### config.mk
export PLATFORM = sky130hd
export DESIGN_NAME = store_narrower
export DESIGN_NICKNAME = d
export VERILOG_FILES = /design/src/rtl/store_narrower.sv
export SDC_FILE = /design/constraint.sdc
export NUM_CORES = 1
export LEC_CHECK = 0
export CAP_MARGIN = 15
export CORE_MARGIN = 5
export CORE_UTILIZATION = 23
export DETAILED_ROUTE_END_ITERATION = 16
export PLACE_DENSITY = 0.6
export SYNTH_ARGS = -nofsm -noshare
export SYNTH_HDL_FRONTEND = slang
export SYNTH_SLANG_ARGS = --single-unit
### constraint.sdc
create_clock -name clock -period 5.1 [get_ports clock]
set_clock_uncertainty 0.2 [all_clocks]
set_input_delay 0.51 -clock clock [delete_from_list [all_inputs] [get_ports clock]]
set_output_delay 0.51 -clock clock [all_outputs]
set_load 0.1 [all_outputs]
### src/rtl/store_narrower.sv
// -----------------------------------------------------------------------------
// store_narrower
//   Store-path data narrower between the EX/MEM store path and the data-memory
//   write port. Converts a 32-bit register value, a byte address and a size
//   (byte/half/word) into word-aligned memory writes. Each write carries byte
//   enables and lane-replicated (or rotated) data. The block stalls the
//   pipeline through store_ready while a write is outstanding.
//
//   Build option: STORE_NARROWER_MISALIGNED_SPLIT_EN
//     undefined : misaligned half/word stores are rejected with store_err.
//     defined   : a misaligned half inside one word becomes a single access.
//                 Stores crossing a word boundary are split into two accesses.
//
//   Ports
//     clock, reset               : clock, async active-high reset
//     store_valid / store_ready  : request handshake from the pipeline
//     store_addr/data/size       : byte address, register value, 00 b/01 h/10 w
//     mem_req / mem_ack          : write request, held until acknowledged
//     mem_addr/mem_wdata/mem_be  : registered, word-aligned write beat
//     store_done                 : 1-cycle pulse when the store has fully completed
//     store_err                  : 1-cycle pulse when a request is rejected
// -----------------------------------------------------------------------------
module store_narrower #(
   parameter int ADDR_W = 32
) (
   input  logic              clock,
   input  logic              reset,
   input  logic              store_valid,
   output logic              store_ready,
   input  logic [ADDR_W-1:0] store_addr,
   input  logic [31:0]       store_data,
   input  logic [1:0]        store_size,
   output logic              mem_req,
   output logic [ADDR_W-1:0] mem_addr,
   output logic [31:0]       mem_wdata,
   output logic [3:0]        mem_be,
   input  logic              mem_ack,
   output logic              store_done,
   output logic              store_err
);

   typedef enum logic [1:0] {
      S_IDLE   = 2'd0,
      S_ISSUE1 = 2'd1,
      S_ISSUE2 = 2'd2
   } state_t;

   localparam logic [1:0] SZ_BYTE = 2'b00;
   localparam logic [1:0] SZ_HALF = 2'b01;
   localparam logic [1:0] SZ_WORD = 2'b10;

   // Increment for the word index. The second beat of a split wraps modulo 2^ADDR_W.
   localparam logic [ADDR_W-3:0] WORD_ONE = 1;

   state_t r_state;
   state_t w_next;

   logic              r_mem_req;
   logic [ADDR_W-1:0] r_mem_addr;
   logic [31:0]       r_mem_wdata;
   logic [3:0]        r_mem_be;
   logic              r_done;
   logic              r_err;
   logic              r_split;
   logic [3:0]        r_be2;

   logic [1:0]        w_k;
   logic [31:0]       w_rot;
   logic [31:0]       w_wdata;
   logic [3:0]        w_be1;
   logic [3:0]        w_be2;
   logic              w_legal;
   logic              w_split;
   logic [ADDR_W-1:0] w_base;
   logic [ADDR_W-1:0] w_addr2;
   logic              w_accept;
   logic              w_reject;
   logic              w_advance;
   logic              w_finish;

   // ---------------------------------------------------------------------------
   // Request decode (only meaningful in IDLE; ignored elsewhere)
   // ---------------------------------------------------------------------------
   assign w_k    = store_addr[1:0];
   assign w_base = {store_addr[ADDR_W-1:2], 2'b00};

   // Rotate left by 8*k. Each byte of the register lands on the lane its
   // byte address selects. This is also correct for the split/unaligned cases.
   always_comb begin
      w_rot = store_data;
      case (w_k)
         2'd1:    w_rot = {store_data[23:0], store_data[31:24]};
         2'd2:    w_rot = {store_data[15:0], store_data[31:16]};
         2'd3:    w_rot = {store_data[7:0],  store_data[31:8]};
         default: w_rot = store_data;
      endcase
   end

   always_comb begin
      w_legal = 1'b0;
      w_split = 1'b0;
      w_be1   = 4'b0000;
      w_be2   = 4'b0000;
      w_wdata = w_rot;
      case (store_size)
         SZ_BYTE: begin
            w_legal = 1'b1;
            w_be1   = 4'b0001 << w_k;
            w_wdata = {4{store_data[7:0]}};
         end
         SZ_HALF: begin
            if (!w_k[0]) begin
               w_legal = 1'b1;
               w_be1   = 4'b0011 << w_k;
               w_wdata = {2{store_data[15:0]}};
            end else begin
`ifdef STORE_NARROWER_MISALIGNED_SPLIT_EN
               w_legal = 1'b1;
               if (w_k == 2'd1) begin
                  w_be1 = 4'b0110;
               end else begin
                  // k = 3: low byte in lane 3 of this word, high byte in lane 0 of next
                  w_split = 1'b1;
                  w_be1   = 4'b1000;
                  w_be2   = 4'b0001;
               end
`endif
            end
         end
         SZ_WORD: begin
            if (w_k == 2'd0) begin
               w_legal = 1'b1;
               w_be1   = 4'b1111;
               w_wdata = store_data;
            end else begin
`ifdef STORE_NARROWER_MISALIGNED_SPLIT_EN
               w_legal = 1'b1;
               w_split = 1'b1;
               w_be1   = 4'b1111 << w_k;
               w_be2   = 4'b1111 >> (3'd4 - {1'b0, w_k});
`endif
            end
         end
         default: begin
            w_legal = 1'b0;   // size 11 is reserved in every build
         end
      endcase
   end

   assign w_addr2 = {r_mem_addr[ADDR_W-1:2] + WORD_ONE, 2'b00};

   // ---------------------------------------------------------------------------
   // FSM
   // ---------------------------------------------------------------------------
   always_ff @(posedge clock or posedge reset) begin
      if (reset) r_state <= S_IDLE;
      else       r_state <= w_next;
   end

   always_comb begin
      w_next    = r_state;
      w_accept  = 1'b0;
      w_reject  = 1'b0;
      w_advance = 1'b0;
      w_finish  = 1'b0;
      case (r_state)
         S_IDLE: begin
            if (store_valid) begin
               if (w_legal) begin
                  w_accept = 1'b1;
                  w_next   = S_ISSUE1;
               end else begin
                  w_reject = 1'b1;
               end
            end
         end
         S_ISSUE1: begin
            if (mem_ack) begin
               if (r_split) begin
                  w_advance = 1'b1;
                  w_next    = S_ISSUE2;
               end else begin
                  w_finish = 1'b1;
                  w_next   = S_IDLE;
               end
            end
         end
         S_ISSUE2: begin
            if (mem_ack) begin
               w_finish = 1'b1;
               w_next   = S_IDLE;
            end
         end
         default: w_next = S_IDLE;
      endcase
   end

   // ---------------------------------------------------------------------------
   // Registered memory beat and status pulses
   // ---------------------------------------------------------------------------
   always_ff @(posedge clock or posedge reset) begin
      if (reset) begin
         r_mem_req   <= 1'b0;
         r_mem_addr  <= '0;
         r_mem_wdata <= '0;
         r_mem_be    <= '0;
         r_done      <= 1'b0;
         r_err       <= 1'b0;
         r_split     <= 1'b0;
         r_be2       <= '0;
      end else begin
         r_done <= w_finish;
         r_err  <= w_reject;
         if (w_accept) begin
            r_mem_req   <= 1'b1;
            r_mem_addr  <= w_base;
            r_mem_wdata <= w_wdata;
            r_mem_be    <= w_be1;
            r_split     <= w_split;
            r_be2       <= w_be2;
         end else if (w_advance) begin
            // req stays high: the second beat follows with no idle cycle, and the data is unchanged
            r_mem_addr <= w_addr2;
            r_mem_be   <= r_be2;
         end else if (w_finish) begin
            r_mem_req <= 1'b0;
         end
      end
   end

   assign store_ready = (r_state == S_IDLE);
   assign mem_req     = r_mem_req;
   assign mem_addr    = r_mem_addr;
   assign mem_wdata   = r_mem_wdata;
   assign mem_be      = r_mem_be;
   assign store_done  = r_done;
   assign store_err   = r_err;

endmodule

Word-level counts from Yosys, hierarchy flattened --
Index checks and enable logic that the tools add are counted. W data, S select, Z words.
Storage, ports and cells: register bits 73, input bits 70, output and inout port bits 72, word-level logic and storage cells 52
Cells by class: equality and inequality tests 11, shifts and indexed selects 2, multiplexer cells 26, reductions and logical operators 6
Operators by type and width (number):
- $pmux W32 S3 | 2
- $mux W32 | 3
- $mux W1 | 12
- $mux W4 | 3
- $pmux W4 S3 | 1
- $eq A2 B2 Y1 const B | 4
- $eq A2 B1 Y1 const B | 3
- $logic_not A2 Y1 | 3
- $mux W2 | 3
- $ne A2 B2 Y1 const B | 3
- $pmux W2 S2 | 1
- $reduce_and A4 Y1 | 1
- $shl A1 B2 Y4 const A | 1
- $shl A2 B2 Y4 const A | 1
- $pmux W1 S3 | 1
- $ne A2 B1 Y1 const B | 1
- $reduce_bool A2 Y1 | 1
- $reduce_or A2 Y1 | 1

Logic depth before layout (Yosys ltp) --
depth after elaboration 7, gate-level depth with buffers 8, gate-level depth less buffers 4

Worst setup path before layout --
Ideal clock, no wire load.
kind register to register, from register r_state[0], to register r_mem_addr[10], in the netlist mem_addr[10], setup time 120 ps, arrival 1808 ps, required time 4780 ps, path slack 2973 ps, stages on the path, launching flop included 7, buffers on the path 2, period minus slack after synthesis 2127 ps, cells stage by stage dfrtp_1 > inv_1 > nand4_1 > buf_2 > buf_2 > nand2_1 > nand2_1
On the way: word-level cells in the longest chain between the ends 2
RTL lines:
- start: declaration | line 55 | state_t r_state;
- start signal: assignment | line 157 | else r_state <= w_next;
- $logic_not A2 Y1
- net store_ready | line 29 | output logic store_ready,
- $mux W1 | line 166 | case (r_state)
- end signal: assignment | line 216 | r_mem_addr <= w_base;
- end signal: assignment | line 223 | r_mem_addr <= w_addr2;
- end: declaration | line 59 | logic [ADDR_W-1:0] r_mem_addr;
The timed path passes the listed nets, and every way through them passes these cells. A chain may end at the register's enable or synchronous reset.

Worst setup path in the final report --
from input store_size[0], to register r_mem_wdata[7], in the netlist mem_wdata[7]
On the way: word-level cells in the longest chain between the ends 5, elaborated cells between the ends (all ways) 8, those cells by class eq/ne (2); mux (5); reduce/logical (1)
RTL lines:
- start: declaration | line 32 | input logic [1:0] store_size,
- $eq A2 B2 Y1, or another cell as far along | line 105 | case (store_size)
- $pmux W1 S3 | line 105
- $mux W1 | line 169 | if (w_legal) begin
- $mux W1 | line 168 | if (store_valid) begin
- $mux W1 | line 166
- end signal: assignment | line 217 | r_mem_wdata <= w_wdata;
- end: declaration | line 60 | logic [31:0] r_mem_wdata;
Parallel ways exist; a longest one is shown, timed or not.

==> metrics.md <==
| Metric | Value |
|---|---|
| Power per cell area | 552.9 nW/um^2 |
| Worst path required time | 5170 ps |
| Setup crit end kind | flip-flop |
| Post-synthesis async set-or-reset flop share | 100.0% |
| Part of the power in combinational logic | 52.7% |
| Largest net degree at the start of global routing | 71 |
| H-tree Lvls | 3 |
| # Post-CTS Setup Buffers | 0 |
| Core footprint | 15,710 sq um |
| Main synth FF type | dfrtp_1 |
| Sw frac | about half |
| CTS tree | done |
| Critical path class | in2reg |
| Fin Setup TNS | 0 ps |
| Status | finished clean |
| Vias in the first global route | about 3,400 |
| Total gr overflow | 0 |
| Die Span Y | roughly 140 um |
| Place WS | 1575 ps |
| CTS Sinks | 70 |
| Routed WL | 11,550 um |
| Clock-pin slew of the registers on the worst-case setup and hold paths | ~50 ps |
| # resized after CTS | 0 |
| TritonRoute pass-1 iters | 4 |
| Worst-Skew Late Latency | around 330 ps |
| Layout fillers | 1,594 |
| Top Ports | about 140 |
| Mapped Avg Cell Area | ~9.2 sq um |
| Synth top area cells | dfrtp_1 (48%), nand2_1 (14%), mux4_2 (8.7%) |
| Yosys top cell area share | 48.24% |
| CTS Root Cell | clkbuf_16 |
| Via Count | approximately 3,300 |
| Placed cell areas | 5151 sq um |
| Leakage Power | around 0.0024 uW |
| Arr. time, crit path | 3280 ps |
| Routed length per instance | around 16 um |
| Post-layout min period | approximately 3200 ps |
| Worst slew pin tran | between 1000 and 1500 ps |
| Synth warn | 0 |
| Fin. Hold Viols | 0 |
| Yosys cell types | 39 |
| Antenna Nets Post-Route | 0 |
| Cell row count | 46 |
| Final setup viols | 0 |
| Yosys reg bits | 70 |
| Port bufs | roughly 140 |
| Internal Power | 1489 uW |
| Synth Instances | 396 |
| Die area | ~18,000 sq um |
| RSZ-0062 raised after global routing | no |
| PnR worst setup slack | 1892 ps |
| Synth area leader | dfrtp_1 |
| Initial antenna violation count | 1 |
| Period utilisation layout | a little over three fifths |
| Placer Congestion | roughly 0.83 |
| Area grow syn2layout | 50.59% |
| Global-route wire length before repair | roughly 18,000 um |
| Synth top cells by count | nand2_1 (139), dfrtp_1 (70), nor2_1 (28), a21oi_1 (27), mux4_2 (14) |
| DRC viols | 0 |
| Seq pwr share | around 25% |
| Post-Syn Area | about 3600 sq um |
| Register area share after synthesis | about half |
| Slew HR | between 30 and 40% |
| Clk pwr share | between 20% and 30% |
| Most common cell in the synthesized netlist | nand2_1 |
| F_max | just over 300 MHz |
| # diodes | 0 |
| Via-to-Cell Ratio | approximately 4.4 |
| Max Cap Viol | 0 |
| Net Sw Power | 1535 uW |
| Fin area | between 5000 and 6000 sq um |
| Die width | roughly 140 um |
| Initial Util | a little under a quarter |
| Worst setup SP type | input port |
| Final Net Count | around 590 |
| Crit Path Max Fanout | 48 |
| Initial DRC Count | between 100 and 150 |
| Slew Viols, Final | 0 |
| GRT Total Usage | around 13% |
| Post-CTS Hold Buffers | 0 |
| DP HPWL | roughly 8600 um |
| Total CTS buffers | 9 |
| VDD IR max | slightly below 300 uV |
| Clock buffer depth | 2 |
| Utilization after layout | around a third |
| Post-synth EDFFs | 0 |
| Share of cells above drive strength 1 | 7.021% |
| HP Class | reg2reg |
## metal layers
metal	global-route usage [%]	up-vias	wire, um	share of wire (%)
met2	21.99	105	5827	50
met4	4.199	2	222	1.9
met5	0	-	13	0.11
met1	14.35	1590	4524	39
li1	-	1585	-	-
met3	4.458	15	957	8.3
## kinds of logic (layout without fill, tap and decap cells)
family | Yosys count | count (layout) | synth area share [%]
AOI/OAI and AO/OA | 72 | 72 | 12.03
xor gates and xnor gates | 1 | 1 | 0.2413
buffers and inverters | 36 | 166 | 5.789
DFF | 70 | 70 | 48.24
muxes | 24 | 24 | 11.44
other | 1 | 2 | 0.1033
and+or+nand+nor | 192 | 192 | 22.16
## through the flow
stage	cells	hold slack, ps	total power, uW
floorplan	397	284.1	1960
global placement	727	258.1	2362
detailed placement	727	255.8	2378
CTS	743	268.5	3067
global route	743	283.6	3148
finish	743	265.5	3023
## power groups by stage
stage / sequential, uW / clock [uW] / combinational, uW
final: 764 / 666 / 1590
after global routing: 782 / 715 / 1650
after CTS: 765 / 693 / 1610
after detailed placement: 773 / 0 / 1610
after global placement: 769 / 0 / 1590
after floorplan: 1730 / 0 / 226
## final cells by class
type / count / area [sq um] / area share (%)
repair buffers: 145 / 1436 / 26.27
inverters: 5 / 20.02 / 0.3661
clock buffers: 12 / 246.5 / 4.508
flip-flops and latches: 70 / 1752 / 32.04
multi-input cells: 291 / 1673 / 30.59
clock inverters: 4 / 70.07 / 1.281
well taps: 216 / 270.3 / 4.943
## final timing paths
check                           slack, ps                  endpoint  depth (start not counted)                     start
worst max-delay path                 1890  mem_wdata[7]$_DFFE_PP0P_                          6             store_size[0]
worst min-delay path                  270  mem_wdata[2]$_DFFE_PP0P_                          2  mem_wdata[2]$_DFFE_PP0P_
worst max register to register       3020  mem_wdata[7]$_DFFE_PP0P_                          5    r_state[0]$_DFFE_PP0P_
worst min register to register        270  mem_wdata[2]$_DFFE_PP0P_                          2  mem_wdata[2]$_DFFE_PP0P_
max in group asynchronous            3550     mem_be[1]$_DFFE_PP0P_                          3                     reset
min in group asynchronous             590  mem_addr[21]$_DFFE_PP0P_                          3                     reset
## worst max-delay path, stage by stage
cell	delay, ps
clkdlybuf4s50_1	920
o21a_1	560
nor3b_4	480
buf_4	510
o21ai_0	170
nand2_1	100
## cell usage in the layout, fill, tap and decap left out, types with 2 or more instances in the layout
cell type        synthesis  routed
o21a_1                   2       2
nand2b_1                 8       8
nand2_1                139     139
conb_1                   1       2
a21o_1                   2       2
a21oi_1                 27      27
o21ai_0                 12      12
inv_1                    5       4
nand3b_1                 6       6
buf_4                    8       6
clkdlybuf4s50_1          0     139
o21ai_1                 10      10
nor2_1                  28      28
o221ai_1                 7       7
clkbuf_1                 7       2
a22oi_1                  2       2
mux2i_1                 10      10
nor2b_1                  4       4
bufinv_16                0       2
dfrtp_1                 70      70
a32o_1                   2       2
clkinv_2                 0       3
mux4_2                  14      14
clkbuf_16                0       9
## flip-flops by register name, summed over array words and instances (netlist names)
signal,flops
r_state,1
mem_be,4
store_err,1
mem_addr,30
store_done,1
mem_wdata,32
mem_req,1
Power figures use the tool's default switching activity.
